File: src/rtl/dcache_tag_walker_pkg.sv
// -----------------------------------------------------------------------------
// dcache_tag_walker_pkg
// Shared types for the data-cache tag walker and the tag FIFO it drives.
//   TAG_XLEN               : width of the tag field in a tag-memory entry
//   type_dcache_tag_mem_s  : one tag-memory entry {valid, dirty, tag}
//   type_dcache_walk_st    : walker FSM states
// -----------------------------------------------------------------------------
package dcache_tag_walker_pkg;

    localparam int TAG_XLEN = 6;

    typedef struct packed {
        logic                valid;
        logic                dirty;
        logic [TAG_XLEN-1:0] tag;
    } type_dcache_tag_mem_s;

    typedef enum logic [2:0] {
        WALK_IDLE,
        WALK_SCAN,
        WALK_WB,
        WALK_CLEAN,
        WALK_END
    } type_dcache_walk_st;

endpackage

File: src/rtl/dcache_tag_walker.sv
// -----------------------------------------------------------------------------
// dcache_tag_walker
// Scans every tag-FIFO location once per walk. Each valid+dirty line gets a
// writeback request; once accepted, the line's dirty bit is cleared through
// the FIFO tag-update port. Optionally pulses a FIFO flush at the end.
//
// Ports
//   clk, reset         : clock, synchronous active-high reset
//   walk_req/walk_inv  : start a walk / invalidate FIFO after the walk
//   walk_busy          : walk in progress (through the walk_done cycle)
//   walk_done          : one-cycle completion pulse
//   wb_cnt             : writebacks issued in the current/last walk
//   tag_empty          : tag-FIFO empty flag
//   tw_rptr/tw_rdata   : scan pointer and combinational tag read data
//   tw_uwr/tw_uptr/tw_wdata : tag update strobe, location, data
//   tw_flush           : one-cycle FIFO flush pulse
//   wb_req/wb_index/wb_tag/wb_ack : writeback handshake
// -----------------------------------------------------------------------------
module dcache_tag_walker
    import dcache_tag_walker_pkg::*;
#(
    parameter int WD = 8,
    parameter int DP = 4,
    localparam int AW = $clog2(DP)
) (
    input  logic                clk,
    input  logic                reset,
    input  logic                walk_req,
    input  logic                walk_inv,
    output logic                walk_busy,
    output logic                walk_done,
    output logic [AW:0]         wb_cnt,
    input  logic                tag_empty,
    output logic [AW-1:0]       tw_rptr,
    input  logic [WD-1:0]       tw_rdata,
    output logic                tw_uwr,
    output logic [AW-1:0]       tw_uptr,
    output logic [WD-1:0]       tw_wdata,
    output logic                tw_flush,
    output logic                wb_req,
    output logic [AW-1:0]       wb_index,
    output logic [TAG_XLEN-1:0] wb_tag,
    input  logic                wb_ack
);

    localparam logic [AW-1:0] LAST_PTR = AW'(DP - 1);

    type_dcache_walk_st   state_q, state_d;
    logic [AW-1:0]        rptr_q, rptr_d;
    logic [AW-1:0]        uptr_q, uptr_d;
    logic [AW-1:0]        wb_index_q, wb_index_d;
    logic [TAG_XLEN-1:0]  wb_tag_q, wb_tag_d;
    logic [AW:0]          wb_cnt_q, wb_cnt_d;
    type_dcache_tag_mem_s wdata_q, wdata_d;
    logic                 inv_q, inv_d;
    logic                 busy_q, busy_d;
    logic                 done_q, done_d;
    logic                 flush_q, flush_d;
    logic                 wb_req_q, wb_req_d;
    logic                 uwr_q, uwr_d;

    type_dcache_tag_mem_s rd_entry;
    logic                 at_last;

    assign rd_entry = type_dcache_tag_mem_s'(tw_rdata);
    assign at_last  = (rptr_q == LAST_PTR);

    always_comb begin
        // NOTE: every _d gets its hold value first so no path leaves one unassigned (no latch).
        state_d    = state_q;
        rptr_d     = rptr_q;
        uptr_d     = uptr_q;
        wb_index_d = wb_index_q;
        wb_tag_d   = wb_tag_q;
        wb_cnt_d   = wb_cnt_q;
        wdata_d    = wdata_q;
        inv_d      = inv_q;

        case (state_q)
            WALK_IDLE: begin
                if (walk_req) begin
                    inv_d    = walk_inv;
                    wb_cnt_d = '0;
                    rptr_d   = '0;
                    state_d  = tag_empty ? WALK_END : WALK_SCAN;
                end
            end
            WALK_SCAN: begin
                if (rd_entry.valid && rd_entry.dirty) begin
                    wb_index_d = rptr_q;
                    wb_tag_d   = rd_entry.tag;
                    state_d    = WALK_WB;
                end else if (at_last) begin
                    state_d = WALK_END;
                end else begin
                    rptr_d = rptr_q + AW'(1);
                end
            end
            WALK_WB: begin
                if (wb_ack) begin
                    wb_cnt_d = wb_cnt_q + (AW+1)'(1);
                    uptr_d   = wb_index_q;
                    wdata_d  = '{valid: 1'b1, dirty: 1'b0, tag: wb_tag_q};
                    state_d  = WALK_CLEAN;
                end
            end
            WALK_CLEAN: begin
                // Resume the scan after the cleaned line; never wrap past the end.
                if (at_last) begin
                    state_d = WALK_END;
                end else begin
                    rptr_d  = rptr_q + AW'(1);
                    state_d = WALK_SCAN;
                end
            end
            WALK_END: begin
                state_d = WALK_IDLE;
            end
            default: begin
                state_d = WALK_IDLE;
            end
        endcase

        // Strobes that live with a state are decoded from the next state so they
        // line up with it; done/flush follow the END cycle by one, and busy
        // stays up through that done cycle.
        wb_req_d = (state_d == WALK_WB);
        uwr_d    = (state_d == WALK_CLEAN);
        done_d   = (state_q == WALK_END);
        flush_d  = (state_q == WALK_END) && inv_q;
        busy_d   = (state_d != WALK_IDLE) || (state_q == WALK_END);
    end

    always_ff @(posedge clk) begin
        if (reset) begin
            state_q    <= WALK_IDLE;
            rptr_q     <= '0;
            uptr_q     <= '0;
            wb_index_q <= '0;
            wb_tag_q   <= '0;
            wb_cnt_q   <= '0;
            wdata_q    <= '0;
            inv_q      <= 1'b0;
            busy_q     <= 1'b0;
            done_q     <= 1'b0;
            flush_q    <= 1'b0;
            wb_req_q   <= 1'b0;
            uwr_q      <= 1'b0;
        end else begin
            // NOTE: non-blocking so every flop samples the pre-edge _d values together.
            state_q    <= state_d;
            rptr_q     <= rptr_d;
            uptr_q     <= uptr_d;
            wb_index_q <= wb_index_d;
            wb_tag_q   <= wb_tag_d;
            wb_cnt_q   <= wb_cnt_d;
            wdata_q    <= wdata_d;
            inv_q      <= inv_d;
            busy_q     <= busy_d;
            done_q     <= done_d;
            flush_q    <= flush_d;
            wb_req_q   <= wb_req_d;
            uwr_q      <= uwr_d;
        end
    end

    assign walk_busy = busy_q;
    assign walk_done = done_q;
    assign wb_cnt    = wb_cnt_q;
    assign tw_rptr   = rptr_q;
    assign tw_uwr    = uwr_q;
    assign tw_uptr   = uptr_q;
    assign tw_wdata  = wdata_q;
    assign tw_flush  = flush_q;
    assign wb_req    = wb_req_q;
    assign wb_index  = wb_index_q;
    assign wb_tag    = wb_tag_q;

endmodule

File: config.mk
export PLATFORM = sky130hd
export DESIGN_NAME = dcache_tag_walker
export DESIGN_NICKNAME = d
export VERILOG_FILES = /design/src/rtl/dcache_tag_walker_pkg.sv /design/src/rtl/dcache_tag_walker.sv
export SDC_FILE = /design/constraint.sdc
export NUM_CORES = 1
export LEC_CHECK = 0
export BUFFER_PORTS_ARGS = -buffer_cell sky130_fd_sc_hd__buf_4
export CAP_MARGIN = 20
export CORE_MARGIN = 10
export CORE_UTILIZATION = 33
export CTS_CLUSTER_SIZE = 24
export DETAILED_ROUTE_END_ITERATION = 8
export GPL_ROUTABILITY_DRIVEN = 0
export PLACE_DENSITY = 0.56
export SLEW_MARGIN = 20
export SYNTH_ARGS = -nofsm -noshare
export SYNTH_HDL_FRONTEND = slang
export SYNTH_SLANG_ARGS = --single-unit
File: constraint.sdc
create_clock -name clk -period 1.4 [get_ports clk]
set_input_delay 0.14 -clock clk [delete_from_list [all_inputs] [get_ports clk]]
set_output_delay 0.14 -clock clk [all_outputs]
set_load 0.02 [all_outputs]
==> results of run 1 <==
what timing repair did:
| item | CTS | global route |
|---|---|---|
| buffers inserted | 0 | 1 |
| resized for setup | 0 | 4 |
| hold buffers | 0 | 0 |
| endpoints found under the setup margin | 0 | 11 |
cell families (layout without fill, tap and decap cells):
logic type	after synthesis	count (layout)	synth area share, %
simple gates	63	63	25.5
flops	31	31	50.7
fa+ha+maj	2	2	2.04
buf+inv	9	58	5.21
xor+xnor	3	3	2.15
other cells	1	1	0.306
compound gates	23	23	10.8
mux	4	4	3.27
metal layers:
| layer | GRT usage [%] | vias up | routed length [um] |
|---|---|---|---|
| met5 | 0 | - | 0 |
| met4 | 5.36 | 0 | 43 |
| met3 | 4.75 | 4 | 221 |
| met2 | 16.2 | 27 | 1600 |
| met1 | 9.10 | 509 | 1240 |
| li1 | - | 550 | - |
worst min-delay path, stage by stage:
cell and delay [ns]:
buf_4 0.11, nand2_1 0.04, a21oi_1 0.05
worst min path at each step:
stage,from,end,cells past startpoint
3_5_place_dp,tw_rdata[3],wb_tag[3]$_SDFFE_PP0P_,3
4_1_cts,tw_rdata[3],wb_tag[3]$_SDFFE_PP0P_,3
6_report,tw_rdata[3],wb_tag[3]$_SDFFE_PP0P_,3
3_3_place_gp,tw_rdata[1],wb_tag[1]$_SDFFE_PP0P_,3
5_1_grt,tw_rdata[5],wb_tag[5]$_SDFFE_PP0P_,3
2_1_floorplan,reset,walk_done$_SDFF_PP0_,1
power by group through the flow:
stage	clock network, uW	logic [uW]	registers (uW)
after floorplan	0	94.5	941
after global placement	0	166	936
after detailed placement	0	169	937
after CTS	784	170	917
after global routing	809	188	920
final	755	174	918
synthesized netlist by cell type (2+ instances only):
library cell | n | share of area, %
nand2b_1 | 3 | 1.5
buf_4 | 2 | 1.2
nor3_1 | 6 | 2.5
a21oi_1 | 18 | 7.4
nand2_1 | 36 | 11
xor2_1 | 2 | 1.4
dfxtp_1 | 31 | 51
clkbuf_1 | 2 | 0.61
and2_1 | 2 | 1.0
buf_6 | 3 | 2.8
nand3b_1 | 2 | 1.2
nor2_1 | 6 | 1.8
ha_1 | 2 | 2.0
mux2i_1 | 4 | 3.3
through the flow:
stage                     power [uW]   TNS, ns  utilization [%]  hold slack, ns
after floorplan                 1040         0                -           0.225
after global placement          1100         0             43.6           0.393
after detailed placement        1110         0             43.6           0.395
after CTS                       1870         0             46.4           0.103
after global routing            1920  -0.00879             46.9           0.107
final                           1850         0             46.9           0.109
registers in the layout, indices dropped and copies added, names as in the netlist, 2 cells and up:
| register | count |
|---|---|
| tw_wdata | 7 |
| state_q | 3 |
| wb_index | 2 |
| tw_rptr | 2 |
| wb_tag | 6 |
| tw_uptr | 2 |
| wb_cnt | 3 |
area by class of cell:
| type | instances | area [sq um] |
|---|---|---|
| clock buffers | 8 | 100 |
| repair buffers | 49 | 368 |
| multi-input cells | 96 | 549 |
| flip-flops and latches | 31 | 623 |
| inverters | 1 | 3.75 |
| well taps | 48 | 60.1 |
| fillers | 357 | 1930 |
==> impl_metrics.xml, run 1 <==
<?xml version="1.0" encoding="UTF-8"?>
<metrics>
  <group name="sta">
    <metric name="final.min_clock_period" unit="ns">1.35</metric>
    <metric name="worst_slack" unit="ns">0.0521</metric>
    <metric name="fmax" unit="MHz">742</metric>
    <metric name="final_report_setup_violation_count" unit="">0</metric>
    <metric name="min_period_over_period" unit="%">96.3</metric>
    <metric name="clock-skew-final" unit="ns">0.00194</metric>
    <metric name="slew_violations" unit="">0</metric>
    <metric name="report.final.hold_viol_count" unit="">0</metric>
  </group>
  <group name="die">
    <metric name="die_area" unit="sq mm">0.00655</metric>
    <metric name="coreArea" unit="sq mm">0.00363</metric>
    <metric name="initial_utilization" unit="%">33.7</metric>
    <metric name="floorplan.die.width" unit="um">80.9</metric>
    <metric name="top_level_ports" unit="">42</metric>
    <metric name="std_cell_rows" unit="">22</metric>
    <metric name="chipHeight" unit="um">80.9</metric>
  </group>
  <group name="cts">
    <metric name="clkTransAtPathRegs" unit="ns">0.06</metric>
    <metric name="cts-root-to-sink-buffers" unit="">2</metric>
    <metric name="cts-buffers-inserted" unit="">5</metric>
    <metric name="htreeDepth" unit="">2</metric>
    <metric name="cts_root_buffer" unit="">clkbuf_8</metric>
    <metric name="clock-sinks" unit="">31</metric>
    <metric name="cts_tree" unit="">done</metric>
    <metric name="worstSkewPairLatency" unit="ns">0.28</metric>
  </group>
  <group name="setup_path">
    <metric name="path_cells" unit="">nor4b_4 -&gt; buf_4 -&gt; mux2i_1 -&gt; nor2_1</metric>
    <metric name="cpLargestDelayFamily" unit="">simple AND/OR/NAND/NOR gates</metric>
    <metric name="critPathSlowestCell" unit="">nor4b_4</metric>
    <metric name="slowest_delay" unit="ns">0.41</metric>
    <metric name="ff2ff_path_depth" unit="">4</metric>
    <metric name="regToRegSetupSlack" unit="ns">0.05</metric>
    <metric name="timing.critical_path.to_type" unit="">flip-flop</metric>
    <metric name="critPathLaunch" unit="">state_q[0]$_SDFF_PP0_</metric>
    <metric name="endpoint" unit="">inv_q$_SDFFE_PP0P_</metric>
    <metric name="worstSetupStartpointType" unit="">flip-flop</metric>
    <metric name="critical_path_arrival" unit="ns">1.51</metric>
    <metric name="worst-endpoint-required" unit="ns">1.56</metric>
    <metric name="worst-setup-path-type" unit="">flip-flop to flip-flop</metric>
    <metric name="worst_path_bufs_invs" unit="">1</metric>
    <metric name="worstSetupPathDepth" unit="">4</metric>
    <metric name="timing.rr.start" unit="">state_q[0]$_SDFF_PP0_</metric>
    <metric name="worst-path-max-fanout" unit="">8</metric>
    <metric name="critical_path.reg2reg.endpoint" unit="">inv_q$_SDFFE_PP0P_</metric>
  </group>
  <group name="placed_design">
    <metric name="placed_cell_area" unit="sq mm">0.00159</metric>
    <metric name="post-dp-hpwl" unit="um">2330</metric>
    <metric name="placement.setup.worst_slack" unit="ns">0.0270</metric>
    <metric name="numPortBuffers" unit="">40</metric>
    <metric name="placed_cells" unit="">224</metric>
  </group>
  <group name="outcome">
    <metric name="outcome" unit="">completed</metric>
  </group>
  <group name="pwr">
    <metric name="internal_power" unit="uW">1430</metric>
    <metric name="leakagePower" unit="uW">0.000714</metric>
    <metric name="combPwrFrac" unit="%">9.4</metric>
    <metric name="pwr_density_cell" unit="mW/mm^2">1080</metric>
    <metric name="p_sw" unit="uW">413</metric>
    <metric name="share_clk_of_total_power" unit="%">40.9</metric>
    <metric name="switching_share" unit="%">22.4</metric>
    <metric name="peakVddDrop" unit="mV">0.406</metric>
    <metric name="power.sequential.fraction" unit="%">49.7</metric>
  </group>
  <group name="synth">
    <metric name="postSynth.topFlopCell" unit="">dfxtp_1</metric>
    <metric name="count_of_flip_flops_with_a_built_in_enable_after_synthesis" unit="">0</metric>
    <metric name="yosys_warnings" unit="">0</metric>
    <metric name="synthArstFlopShare" unit="%">0</metric>
    <metric name="synth_seq_cells" unit="">31</metric>
    <metric name="synth_cell_type_count" unit="">31</metric>
    <metric name="synth.cell_area" unit="sq mm">0.00122</metric>
    <metric name="seq_area_frac_synth" unit="%">50.7</metric>
    <metric name="synth.avg_cell_area" unit="sq um">9.01</metric>
    <metric name="post_syn_instances" unit="">136</metric>
    <metric name="mappedNetlistNets" unit="">152</metric>
  </group>
  <group name="finish">
    <metric name="final_net_count" unit="">200</metric>
    <metric name="antennaDiodeCount" unit="">0</metric>
    <metric name="final_cell_count_no_fill" unit="">233</metric>
    <metric name="most_frequent_standard_cell_in_the_layout_excluding_fill_and_tap_cells" unit="">buf_4</metric>
    <metric name="post_route_cells_drive_above_1_share" unit="%">34.1</metric>
    <metric name="most_frequent_cells_in_the_layout" unit="">buf_4 (49), nand2_1 (36), dfxtp_1 (29)</metric>
    <metric name="syn_to_final_growth" unit="%">39.1</metric>
    <metric name="final_design_area_no_fill" unit="sq mm">0.00170</metric>
  </group>
  <group name="grt">
    <metric name="grt_pass1_vias" unit="">1077</metric>
    <metric name="grt_antenna_before_repair" unit="">0</metric>
    <metric name="grt_start_max_net_pins" unit="">30</metric>
    <metric name="grt_first_pass_wirelength" unit="um">4830</metric>
    <metric name="grt_overflow_total" unit="">0</metric>
    <metric name="global_route.usage.total" unit="%">9.48</metric>
  </group>
  <group name="detailed_routing">
    <metric name="vias_per_cell" unit="">4.68</metric>
    <metric name="via_count" unit="">1090</metric>
    <metric name="routedWlPerCell" unit="um">13.3</metric>
    <metric name="drt-total-wl" unit="um">3100</metric>
    <metric name="dr.pass1.iters" unit="">4</metric>
    <metric name="postRouteAntennaNets" unit="">0</metric>
    <metric name="drc_errors" unit="">0</metric>
    <metric name="first_iter_violations" unit="">31</metric>
  </group>
  <group name="job">
    <metric name="drv_cap" unit="">0</metric>
  </group>
  <group name="hold_path">
    <metric name="hold_path.class" unit="">primary input to flip-flop</metric>
  </group>
</metrics>
(Power assumes the default switching activity.)
==> run 2: changes to the inputs <==
--- a/config.mk
+++ b/config.mk
@@ -5,13 +5,14 @@
 export SDC_FILE = /design/constraint.sdc
 export NUM_CORES = 1
 export LEC_CHECK = 0
-export BUFFER_PORTS_ARGS = -buffer_cell sky130_fd_sc_hd__buf_4
+export BUFFER_PORTS_ARGS = -buffer_cell sky130_fd_sc_hd__buf_2
 export CAP_MARGIN = 20
 export CORE_MARGIN = 10
 export CORE_UTILIZATION = 33
 export CTS_CLUSTER_SIZE = 24
 export DETAILED_ROUTE_END_ITERATION = 8
 export GPL_ROUTABILITY_DRIVEN = 0
+export HOLD_SLACK_MARGIN = 0.03
 export PLACE_DENSITY = 0.56
 export SLEW_MARGIN = 20
 export SYNTH_ARGS = -nofsm -noshare
==> impl_metrics.xml, run 2 (synthesis results as in run 1) <==
<?xml version="1.0" encoding="UTF-8"?>
<metrics>
  <group name="pwr">
    <metric name="leakagePower" unit="uW">0.000720</metric>
    <metric name="combPwrFrac" unit="%">8.2</metric>
    <metric name="share_clk_of_total_power" unit="%">45.3</metric>
    <metric name="peakVddDrop" unit="mV">0.458</metric>
    <metric name="pwr_density_cell" unit="mW/mm^2">1210</metric>
    <metric name="power.sequential.fraction" unit="%">46.5</metric>
    <metric name="internal_power" unit="uW">1550</metric>
    <metric name="p_sw" unit="uW">419</metric>
    <metric name="switching_share" unit="%">21.3</metric>
  </group>
  <group name="sta">
    <metric name="worst_slack" unit="ns">0.158</metric>
    <metric name="fmax" unit="MHz">805</metric>
    <metric name="slew_violations" unit="">0</metric>
    <metric name="clock-skew-final" unit="ns">0.00426</metric>
    <metric name="finalSetupTns" unit="ns">0</metric>
    <metric name="final.min_clock_period" unit="ns">1.24</metric>
    <metric name="min_period_over_period" unit="%">88.7</metric>
    <metric name="setup_repair_after_global_routing_missed_its_margin" unit="">false</metric>
    <metric name="report.final.hold_viol_count" unit="">0</metric>
    <metric name="final_report_setup_violation_count" unit="">0</metric>
  </group>
  <group name="cts">
    <metric name="htreeDepth" unit="">2</metric>
    <metric name="clkTransAtPathRegs" unit="ns">0.06</metric>
    <metric name="cts_tree" unit="">done</metric>
    <metric name="clock-sinks" unit="">31</metric>
    <metric name="cts-buffers-inserted" unit="">5</metric>
    <metric name="worstSkewPairLatency" unit="ns">0.28</metric>
    <metric name="cts_root_buffer" unit="">clkbuf_8</metric>
    <metric name="cts-root-to-sink-buffers" unit="">2</metric>
  </group>
  <group name="finish">
    <metric name="final_net_count" unit="">201</metric>
    <metric name="most_frequent_standard_cell_in_the_layout_excluding_fill_and_tap_cells" unit="">buf_2</metric>
    <metric name="post_route_cells_drive_above_1_share" unit="%">35.5</metric>
    <metric name="utilization" unit="%">44.9</metric>
    <metric name="largest_reg_flops" unit="">7</metric>
    <metric name="antennaDiodeCount" unit="">0</metric>
    <metric name="final_cell_count_no_fill" unit="">234</metric>
    <metric name="syn_to_final_growth" unit="%">33.1</metric>
    <metric name="final_design_area_no_fill" unit="sq mm">0.00163</metric>
    <metric name="most_frequent_cells_in_the_layout" unit="">buf_2 (40), nand2_1 (36), dfxtp_1 (29)</metric>
  </group>
  <group name="placed_design">
    <metric name="placed_cells" unit="">225</metric>
    <metric name="placement.setup.worst_slack" unit="ns">0.0561</metric>
    <metric name="post-dp-hpwl" unit="um">2330</metric>
    <metric name="numPortBuffers" unit="">40</metric>
    <metric name="placed_cell_area" unit="sq mm">0.00149</metric>
  </group>
  <group name="detailed_routing">
    <metric name="dr.pass1.iters" unit="">4</metric>
    <metric name="drc_errors" unit="">0</metric>
    <metric name="postRouteAntennaNets" unit="">0</metric>
    <metric name="drt-total-wl" unit="um">3000</metric>
    <metric name="via_count" unit="">1071</metric>
    <metric name="first_iter_violations" unit="">25</metric>
    <metric name="routedWlPerCell" unit="um">12.8</metric>
    <metric name="vias_per_cell" unit="">4.58</metric>
  </group>
  <group name="setup_path">
    <metric name="worst-endpoint-required" unit="ns">1.56</metric>
    <metric name="worst-path-max-fanout" unit="">7</metric>
    <metric name="worst-setup-path-type" unit="">flip-flop to flip-flop</metric>
    <metric name="timing.critical_path.to_type" unit="">flip-flop</metric>
    <metric name="worstSetupStartpointType" unit="">flip-flop</metric>
    <metric name="critical_path_arrival" unit="ns">1.41</metric>
  </group>
  <group name="grt">
    <metric name="grt_antenna_before_repair" unit="">0</metric>
    <metric name="global_route.usage.total" unit="%">9.77</metric>
    <metric name="grt_start_max_net_pins" unit="">21</metric>
    <metric name="grt_overflow_total" unit="">0</metric>
    <metric name="grt_pass1_vias" unit="">1095</metric>
    <metric name="grt_first_pass_wirelength" unit="um">5010</metric>
  </group>
  <group name="die">
    <metric name="top_level_ports" unit="">42</metric>
    <metric name="std_cell_rows" unit="">22</metric>
    <metric name="chipHeight" unit="um">80.9</metric>
    <metric name="initial_utilization" unit="%">33.7</metric>
    <metric name="die_area" unit="sq mm">0.00655</metric>
    <metric name="floorplan.die.width" unit="um">80.9</metric>
    <metric name="coreArea" unit="sq mm">0.00363</metric>
  </group>
  <group name="job">
    <metric name="drv_cap" unit="">0</metric>
  </group>
  <group name="outcome">
    <metric name="outcome" unit="">completed</metric>
  </group>
  <group name="hold_path">
    <metric name="hold_path.class" unit="">primary input to flip-flop</metric>
  </group>
</metrics>
-- run 2: cell types whose count changed in the layout (fill, tap and decap cells not counted) --
cell and change:
nand3_1 -1, bufinv_16 +1, buf_4 -39, clkbuf_8 -1
nand3_2 +1, clkbuf_1 -1, and4bb_2 +1, clkinv_2 +1
buf_2 +40, and4bb_4 -1
-- run 2: through the flow --
| step | hold slack [ns] | total power, uW |
|---|---|---|
| 3_3_place_gp | 0.383 | 1090 |
| 4_1_cts | 0.0935 | 1990 |
| 2_1_floorplan | 0.225 | 1040 |
| 3_5_place_dp | 0.391 | 1090 |
| 5_1_grt | 0.101 | 2060 |
| 6_report | 0.0998 | 1970 |
-- run 2: timing repair --
| item | CTS | global route |
|---|---|---|
| setup buffers | 0 | 1 |
| hold buffers | 0 | 0 |
| gates resized for setup | 0 | 4 |
| setup endpoints to repair | 0 | 13 |
-- run 2: worst max-delay path, stage by stage (launching register included) --
cell	delay (ns)
dfxtp_2	0.39
and2b_1	0.24
a32oi_1	0.25
a31o_1	0.18
o31ai_1	0.06
-- run 2: cell type report --
class | count | area [sq um]
fillers | 386 | 2000
flip-flops and latches | 31 | 623
multi-input cells | 96 | 551
repair buffers | 50 | 275
clock buffers | 6 | 82.6
well taps | 48 | 60.1
clock inverters | 2 | 35.0
inverters | 1 | 3.75
-- run 2: final timing paths --
path	startpoint	to	slack, ns	cells past startpoint
setup / recovery	state_q[2]$_SDFF_PP0_	walk_busy$_SDFF_PP0_	0.16	4
hold reg to reg	tw_wdata[0]$_SDFFE_PP0P_	tw_wdata[0]$_SDFFE_PP0P_	0.45	2
hold / removal	tw_rdata[5]	wb_tag[5]$_SDFFE_PP0P_	0.1	3
setup reg to reg	state_q[2]$_SDFF_PP0_	walk_busy$_SDFF_PP0_	0.16	4
-- run 2: power by group through the flow --
stage               combinational, uW  sequential, uW  clock, uW
floorplan                        94.5             941          0
global placement                  157             932          0
detailed placement                157             933          0
CTS                               158             913        918
global route                      180             916        964
finish                            162             914        891
-- run 2: routing by layer --
layer	vias up	wire (um)	global-route usage [%]
met5	-	0	0
met3	4	231	4.19
met2	23	1580	17.8
met1	499	1160	9.49
li1	545	-	-
met4	0	28	4.15
